--- config.mk ---
export PLATFORM = sky130hd
export DESIGN_NAME = avalon_speaker_interface
export DESIGN_NICKNAME = d
export VERILOG_FILES = /design/src/rtl/avalon_speaker_interface.sv
export SDC_FILE = /design/constraint.sdc
export NUM_CORES = 1
export LEC_CHECK = 0
export ABC_CLOCK_PERIOD_IN_PS = 10050
export CORE_MARGIN = 5
export CORE_UTILIZATION = 60
export DETAILED_ROUTE_END_ITERATION = 10
export PLACE_DENSITY = 0.78
export RECOVER_POWER = 100
export SLEW_MARGIN = 25
export SYNTH_ARGS = -nofsm -noshare
export SYNTH_HDL_FRONTEND = slang
export SYNTH_SLANG_ARGS = --single-unit
export TNS_END_PERCENT = 50
--- constraint.sdc ---
create_clock -name CLK -period 10.05 [get_ports CLK]
set_input_delay 1.005 -clock CLK [delete_from_list [all_inputs] [get_ports CLK]]
set_output_delay 1.005 -clock CLK [all_outputs]
set_load 0.05 [all_outputs]
--- src/rtl/avalon_speaker_interface.sv ---
// Avalon-MM playback buffer feeding an I2S master transmitter (sck, ws, sd).
// Stereo words are packed {left, right}, left in the upper half.
module avalon_speaker_interface #(
    parameter int WIDTH   = 16,
    parameter int DEPTH   = 16,
    parameter int CLK_DIV = 8
) (
    input  logic        CLK,
    input  logic        RST,
    input  logic        AVL_READ,
    input  logic        AVL_WRITE,
    input  logic        AVL_CS,
    input  logic [2:0]  AVL_ADDR,
    input  logic [31:0] AVL_WRITEDATA,
    output logic [31:0] AVL_READDATA,
    output logic        sck,
    output logic        ws,
    output logic        sd
);
    localparam int FW = 2 * WIDTH;
    localparam int PW = (DEPTH > 1) ? $clog2(DEPTH) : 1;
    localparam int DW = (CLK_DIV > 1) ? $clog2(CLK_DIV) : 1;
    localparam int BW = $clog2(FW);
    localparam logic [PW-1:0] PTR_LAST = PW'(DEPTH - 1);
    localparam logic [DW-1:0] DIV_LAST = DW'(CLK_DIV - 1);
    localparam logic [BW-1:0] BIT_LAST = BW'(FW - 1);
    localparam logic [BW-1:0] BIT_HALF = BW'(WIDTH);
    localparam logic [7:0]    LVL_FULL = 8'(DEPTH);

    logic [FW-1:0] mem_q [DEPTH];
    logic [PW-1:0] wr_ptr_q, wr_ptr_d, rd_ptr_q, rd_ptr_d;
    logic [7:0]    level_q, level_d;
    logic          enable_q, enable_d;
    logic          underrun_q, underrun_d;
    logic          overflow_q, overflow_d;
    logic [DW-1:0] div_cnt_q, div_cnt_d;
    logic          sck_q, sck_d;
    logic [BW-1:0] bit_cnt_q, bit_cnt_d;
    logic [FW-1:0] shift_q, shift_d;
    logic          sd_q, sd_d;

    logic wr, ctrl_wr, data_wr, flush_wr;
    logic run, tick, pop_slot, pop, push, empty, full;
    logic [31:0] status;

    always_comb begin
        wr       = AVL_WRITE && AVL_CS;
        ctrl_wr  = wr && (AVL_ADDR == 3'd0);
        data_wr  = wr && (AVL_ADDR == 3'd1);
        flush_wr = wr && (AVL_ADDR == 3'd2);
        empty    = (level_q == 8'd0);
        full     = (level_q == LVL_FULL);
        enable_d = ctrl_wr ? AVL_WRITEDATA[0] : enable_q;
        // Serializer runs only while enabled both before and after this edge
        run      = enable_q && enable_d;
        tick     = run && sck_q && (div_cnt_q == DIV_LAST);
        pop_slot = tick && (bit_cnt_q == BIT_LAST);
        pop      = pop_slot && !empty;
        push     = data_wr && !full;

        div_cnt_d = div_cnt_q;
        sck_d     = sck_q;
        bit_cnt_d = bit_cnt_q;
        shift_d   = shift_q;
        sd_d      = sd_q;
        if (!run) begin
            div_cnt_d = '0;
            sck_d     = 1'b0;
            bit_cnt_d = BIT_LAST;
            shift_d   = '0;
            sd_d      = 1'b0;
        end else begin
            if (div_cnt_q == DIV_LAST) begin
                div_cnt_d = '0;
                sck_d     = ~sck_q;
            end else begin
                div_cnt_d = div_cnt_q + 1'b1;
            end
            if (tick) begin
                bit_cnt_d = (bit_cnt_q == BIT_LAST) ? '0 : bit_cnt_q + 1'b1;
                sd_d      = shift_q[FW-1];
                if (pop_slot) begin
                    shift_d = pop ? mem_q[rd_ptr_q] : '0;
                end else begin
                    shift_d = {shift_q[FW-2:0], 1'b0};
                end
            end
        end

        wr_ptr_d = wr_ptr_q;
        rd_ptr_d = rd_ptr_q;
        level_d  = level_q;
        if (flush_wr) begin
            wr_ptr_d = '0;
            rd_ptr_d = '0;
            level_d  = '0;
        end else begin
            if (push) begin
                wr_ptr_d = (wr_ptr_q == PTR_LAST) ? '0 : wr_ptr_q + 1'b1;
            end
            if (pop) begin
                rd_ptr_d = (rd_ptr_q == PTR_LAST) ? '0 : rd_ptr_q + 1'b1;
            end
            level_d = level_q + 8'(push) - 8'(pop);
        end

        // A new event beats a clear landing in the same cycle
        underrun_d = (underrun_q && !(ctrl_wr && AVL_WRITEDATA[3]))
                     || (pop_slot && empty);
        overflow_d = (overflow_q && !(ctrl_wr && AVL_WRITEDATA[4]))
                     || (data_wr && full);
    end

    always_ff @(posedge CLK) begin
        if (RST) begin
            wr_ptr_q   <= '0;
            rd_ptr_q   <= '0;
            level_q    <= '0;
            enable_q   <= 1'b0;
            underrun_q <= 1'b0;
            overflow_q <= 1'b0;
            div_cnt_q  <= '0;
            sck_q      <= 1'b0;
            bit_cnt_q  <= BIT_LAST;
            shift_q    <= '0;
            sd_q       <= 1'b0;
        end else begin
            wr_ptr_q   <= wr_ptr_d;
            rd_ptr_q   <= rd_ptr_d;
            level_q    <= level_d;
            enable_q   <= enable_d;
            underrun_q <= underrun_d;
            overflow_q <= overflow_d;
            div_cnt_q  <= div_cnt_d;
            sck_q      <= sck_d;
            bit_cnt_q  <= bit_cnt_d;
            shift_q    <= shift_d;
            sd_q       <= sd_d;
        end
    end

    always_ff @(posedge CLK) begin
        if (push) begin
            mem_q[wr_ptr_q] <= {AVL_WRITEDATA[WIDTH+15:16],
                                AVL_WRITEDATA[WIDTH-1:0]};
        end
    end

    assign status = {16'h0, level_q, 3'b000, overflow_q, underrun_q,
                     enable_q, full, empty};
    assign AVL_READDATA = (AVL_READ && AVL_CS && AVL_ADDR == 3'd0)
                          ? status : 32'h0;
    assign sck = sck_q;
    assign ws  = enable_q && (bit_cnt_q >= BIT_HALF);
    assign sd  = sd_q;
endmodule

**After elaboration in Yosys (flattened, before gate mapping)**

Memory sizes are Yosys's and may differ from the RTL's. A register that Yosys moved wholly into a read port is not among the register bits.
Index checks and enable logic that the tools add are counted.

- Add/sub/neg operators: 6
- Order comparisons: 1
- Eq/ne operators: 7
- Mux-type cells: 11
- Bitwise operators: 2
- Reductions and logical operators: 30

Operator list:

| cell | number |
|---|---|
| $mux 32 | 2 |
| $logic_and 1x1->1 | 19 |
| $mux 16 | 1 |
| $mux 4 | 4 |
| $add 4x1->4 const B | 2 |
| $add 8x1->8 | 1 |
| $eq 4x4->1 const B | 2 |
| $eq 8x5->1 const B | 1 |
| $logic_not 8->1 | 1 |
| $sub 8x1->8 | 1 |
| $add 5x1->5 const B | 1 |
| $eq 5x5->1 const B | 1 |
| $ge 5x5->1 const B | 1 |
| $mux 5 | 1 |
| $logic_not 1->1 | 4 |
| $reduce_or 2->1 | 2 |
| $add 3x1->3 const B | 1 |
| $eq 3x1->1 const B | 1 |
| $eq 3x2->1 const B | 1 |
| $eq 3x3->1 const B | 1 |
| $logic_not 3->1 | 1 |
| $mux 1 | 3 |
| $reduce_or 3->1 | 1 |
| $logic_or 1x1->1 | 2 |
| $not 1->1 | 2 |

- Register bits after elaboration: 61
- Bits in writable memories: 512
- Input port bits: 40
- Output and inout bits: 35
- Memories: 1

Memories:

| memory | words | bits a word | read ports | clocked after Yosys merged registers in | wr ports | line | text |
|---|---|---|---|---|---|---|---|
| mem_q | 16 | 32 | 1 | 1 | 1 | 30 | `logic [FW-1:0] mem_q [DEPTH];` |

**Longest topological paths before layout**

- Depth in word-level cells: 10
- Depth in mapped cells: 16
- Mapped depth without buffers: 15

**Least setup slack after synthesis**

No wires, ideal clock.

- Path kind: input to register
- Start point: input port AVL_ADDR[2]
- End point: memory mem_q[3][0] (netlist bit) (enable)
- Arrival: 3995 ps
- Required time: 9589 ps
- Path slack: 5594 ps
- Stages on the path: 4
- Path buffers: 0
- Cell sequence: or2_1 a211oi_4 nand2_1 nor3_1

- Longest elaborated chain between the ends: 5

RTL lines:

| element | line | text |
|---|---|---|
| start: declaration | 13 | `input logic [2:0] AVL_ADDR,` |
| $eq 3x1->1 | 49 | `data_wr = wr && (AVL_ADDR == 3'd1);` |
| $logic_and 1x1->1 | 49 |  |
| $logic_and 1x1->1 | 59 | `push = data_wr && !full;` |
| $mux 1 | 143 | `if (push) begin` |
| $mux 1 (not written as such) | 144 | `mem_q[wr_ptr_q] <= {AVL_WRITEDATA[WIDTH+15:16],` |
| end: declaration | 30 |  |

No other way between the ends.

**Worst setup path after layout**

- Start point: register div_cnt_q[0]
- End point: register level_q[7]

- Longest elaborated chain between the ends: 5

RTL lines:

| element | line | text |
|---|---|---|
| start: declaration | 36 | `logic [DW-1:0] div_cnt_q, div_cnt_d;` |
| start signal: assignment | 134 | `div_cnt_q <= div_cnt_d;` |
| $eq 3x3->1 | 56 | `tick = run && sck_q && (div_cnt_q == DIV_LAST);` |
| $logic_and 1x1->1 | 56 |  |
| $logic_and 1x1->1 | 57 | `pop_slot = tick && (bit_cnt_q == BIT_LAST);` |
| $logic_and 1x1->1 | 58 | `pop = pop_slot && !empty;` |
| named net pop | 43 | `logic run, tick, pop_slot, pop, push, empty, full;` |
| $sub 8x1->8 | 104 | `level_d = level_q + 8'(push) - 8'(pop);` |
| end signal: assignment | 130 | `level_q <= level_d;` |
| end: declaration | 32 | `logic [7:0] level_q, level_d;` |

The timed path passes the listed nets, and every way through them passes these cells.
A chain may end at the register's enable or synchronous reset.

==> results.py <==
metrics = {
    "detailed_routing": {
        "routed_via_density": 6.309,
        "vias": 11426,
        "routed_wl_um": 47910,
        "drt_iter0_drc": 1471,
        "firstDrtPassIters": 6,
        "ant_nets": 0,
        "drc": 0,
        "wl_per_cell_um": 26.45,
    },
    "finish": {
        "final_common_cell": "edfxtp_1",
        "final_area_sq_mm": 0.02541,
        "layout-drive-gt1-share_pct": 17.72,
        "layout_common_cells": "512 x edfxtp_1, 128 x mux4_2, 65 x a22oi_1",
        "nets": 1312,
        "fillers": 2332,
        "finalNonFillerCells": 1811,
        "area_delta_synth_final_pct": 12.80,
    },
    "cts": {
        "root_buffer": "clkbuf_16",
        "cts_hold_buffers": 0,
        "cts.sinks": 577,
        "postCtsResizedCells": 0,
        "cts_buffers": 55,
        "clk_pin_slew_ns": 0.06,
        "post-cts-setup-buffer-count": 0,
        "clockBufferDepth": 3,
        "htree_num_levels": 2,
        "clock_latency_ns": 0.61,
        "cts_tree": "built",
    },
    "place": {
        "place.gp.congestion": 0.7846,
        "placed_cell_area_sq_mm": 0.02374,
        "dp_cells": 1705,
        "dp_hpwl_um": 24690,
        "io_buffers": 55,
    },
    "yosys": {
        "synth.avg_cell_area_sq_um": 19.16,
        "seq_area_frac_synth_pct": 74.03,
        "syn_area_sq_mm": 0.02253,
        "synth_compound_area_share_pct": 6.299,
        "synth_adder_area_share_pct": 1.200,
        "synth_top_family_by_area": "multiplexers",
        "yosys_warnings": 0,
        "ys_ff_latch": 577,
        "synthFlopType": "edfxtp_1",
        "ys_async_sr_fraction_pct": 0,
        "synthCells": 1176,
        "synth-xor-area-share_pct": 0.3110,
        "muxShareOfSynthArea_pct": 12.80,
        "yosysUniqueCellTypes": 48,
        "synth_simple_gate_area_share_pct": 2.427,
        "synth-edff-count": 512,
    },
    "global_routing": {
        "grt_pass1_wl_um": 72890,
        "grt_max_degree": 101,
        "grt_usage_pct": 23.59,
        "busiest_layer": "met2",
        "antenna_found_initial": 3,
        "grt_util_met1_pct": 32.92,
        "grt_pass1_vias": 11952,
        "grtUsageMet3_pct": 4.564,
        "grt_overflow": 0,
        "gr-usage-met2_pct": 37.60,
    },
    "sta": {
        "rsz0062_at_grt": "no",
        "hold_viol": 0,
        "fmax_ghz": 0.1505,
        "fin_hold_ws_ns": 0.4419,
        "final.setup_skew_ns": 0.01546,
        "post-route-period-util_pct": 66.10,
        "slew_headroom_pct": -85.61,
        "finalSetupViolCount": 0,
        "finalSetupTns_ns": 0,
        "finalWorstPathRequiredPeriod_ns": 6.643,
        "worst_pin_slew_ns": 2.784,
        "timing.final.max_slew_violations": 548,
    },
    "min_path": {
        "hp-class": "flip-flop to flip-flop",
    },
    "setup_path": {
        "required_ns": 10.58,
        "cp_max_fo": 35,
        "end_kind": "flip-flop",
        "cp_data_arrival_time_ns": 7.17,
        "critPathLaunchType": "flip-flop",
        "path_class": "flip-flop to flip-flop",
    },
    "power": {
        "pwr_density_cell_mw_per_mm2": 187.7,
        "ir_drop_mv": 0.1418,
        "leakage_nw": 7.835,
    },
    "die": {
        "rows": 71,
        "die_y_um": 203.8,
        "die_area_sq_mm": 0.04152,
        "start_util_pct": 60.23,
        "die_x_um": 203.8,
        "core-area_sq_mm": 0.03740,
        "ios": 75,
    },
    "outcome": {
        "status": "finished with violations",
        "violations": "max-capacitance violations, max-slew violations",
    },
    "run": {
        "maxCapViolCount": 21,
    },
}
[sequential cells by signal, indices dropped and copies added (netlist names), named ones only]
register    flops
underrun_q      1
overflow_q      1
bit_cnt_q       5
level_q         8
enable_q        1
div_cnt_q       3
sd              1
mem_q         512
rd_ptr_q        4
wr_ptr_q        4
shift_q        32
sck             1
[layer usage]
metal / vias up / part of all wire, %
met5: - / 0.015
met4: 2 / 3.2
met3: 102 / 8.6
met2: 573 / 49
met1: 5858 / 39
li1: 4891 / -
[critical path, cell delays in order, from the launching register on]
cell      delay, ns
dfxtp_1        0.34
ha_1           0.15
ha_1           0.25
and2_1         0.15
clkbuf_1       1.62
o311a_1        0.41
nand3_1        1.34
inv_1          0.61
ha_1           0.22
inv_1          0.06
ha_1           0.27
a21o_1         0.16
a21oi_1        0.27
o21ai_0        0.20
a2111o_1       0.44
o21ai_0        0.07
[worst paths after layout]
kind / startpoint / to / slack (ns) / cells after the start
max: div_cnt_q[0] / level_q[7] / 3.41 / 15
min: div_cnt_q[0] / div_cnt_q[0] / 0.44 / 1
max reg2reg: div_cnt_q[0] / level_q[7] / 3.41 / 15
min reg2reg: div_cnt_q[0] / div_cnt_q[0] / 0.44 / 1
[cell usage after synthesis, types with 25 or more instances]
library cell	instances	share of area (%)
a22oi_1	65	2.2
nor2_1	31	0.52
mux4_2	128	13
buf_4	25	0.83
dfxtp_1	65	5.8
a21oi_1	46	1.0
edfxtp_1	512	68
clkbuf_1	37	0.62
inv_1	48	0.80
nand2_1	26	0.43
o221a_1	31	1.5
o21ai_0	37	0.82
[through the flow]
step	setup WS [ns]	utilization [%]	power, W
final	3.407	67.94	0.004770
after global routing	3.149	67.93	0.004917
after CTS	5.465	68.34	0.004801
after detailed placement	4.906	63.48	0.002767
after global placement	4.989	63.28	0.002763
after floorplan	5.594	-	0.002721
[cell type report]
cell class	count	area [sq um]	area share, %
Antenna cell	2	5.005	0.01970
Tap cell	511	639.4	2.516
Multi-Input combinational cell	484	5323	20.95
Clock inverter	25	259.0	1.019
Inverter	48	180.2	0.7091
Clock buffer	79	1558	6.131
Sequential cell	577	16680	65.66
Timing Repair Buffer	85	762.0	2.999
[power by group]
group          leakage, nW  internal [W]  switching, W
logic                 1.82     0.0000292     0.0000678
clock network        0.885       0.00120      0.000855
registers             5.13       0.00261    0.00000257
total                 7.84       0.00384      0.000926
[cells by family after synthesis]
family / after synthesis
adder cells (fa/ha/maj): 21
buffers and inverters: 133
AND/OR/NAND/NOR: 109
multiplexers: 128
XOR/XNOR: 8
AO/OA/AOI/OAI: 199
other: 1
flip-flops: 577
Note: power is estimated with default switching activity, not from simulation.
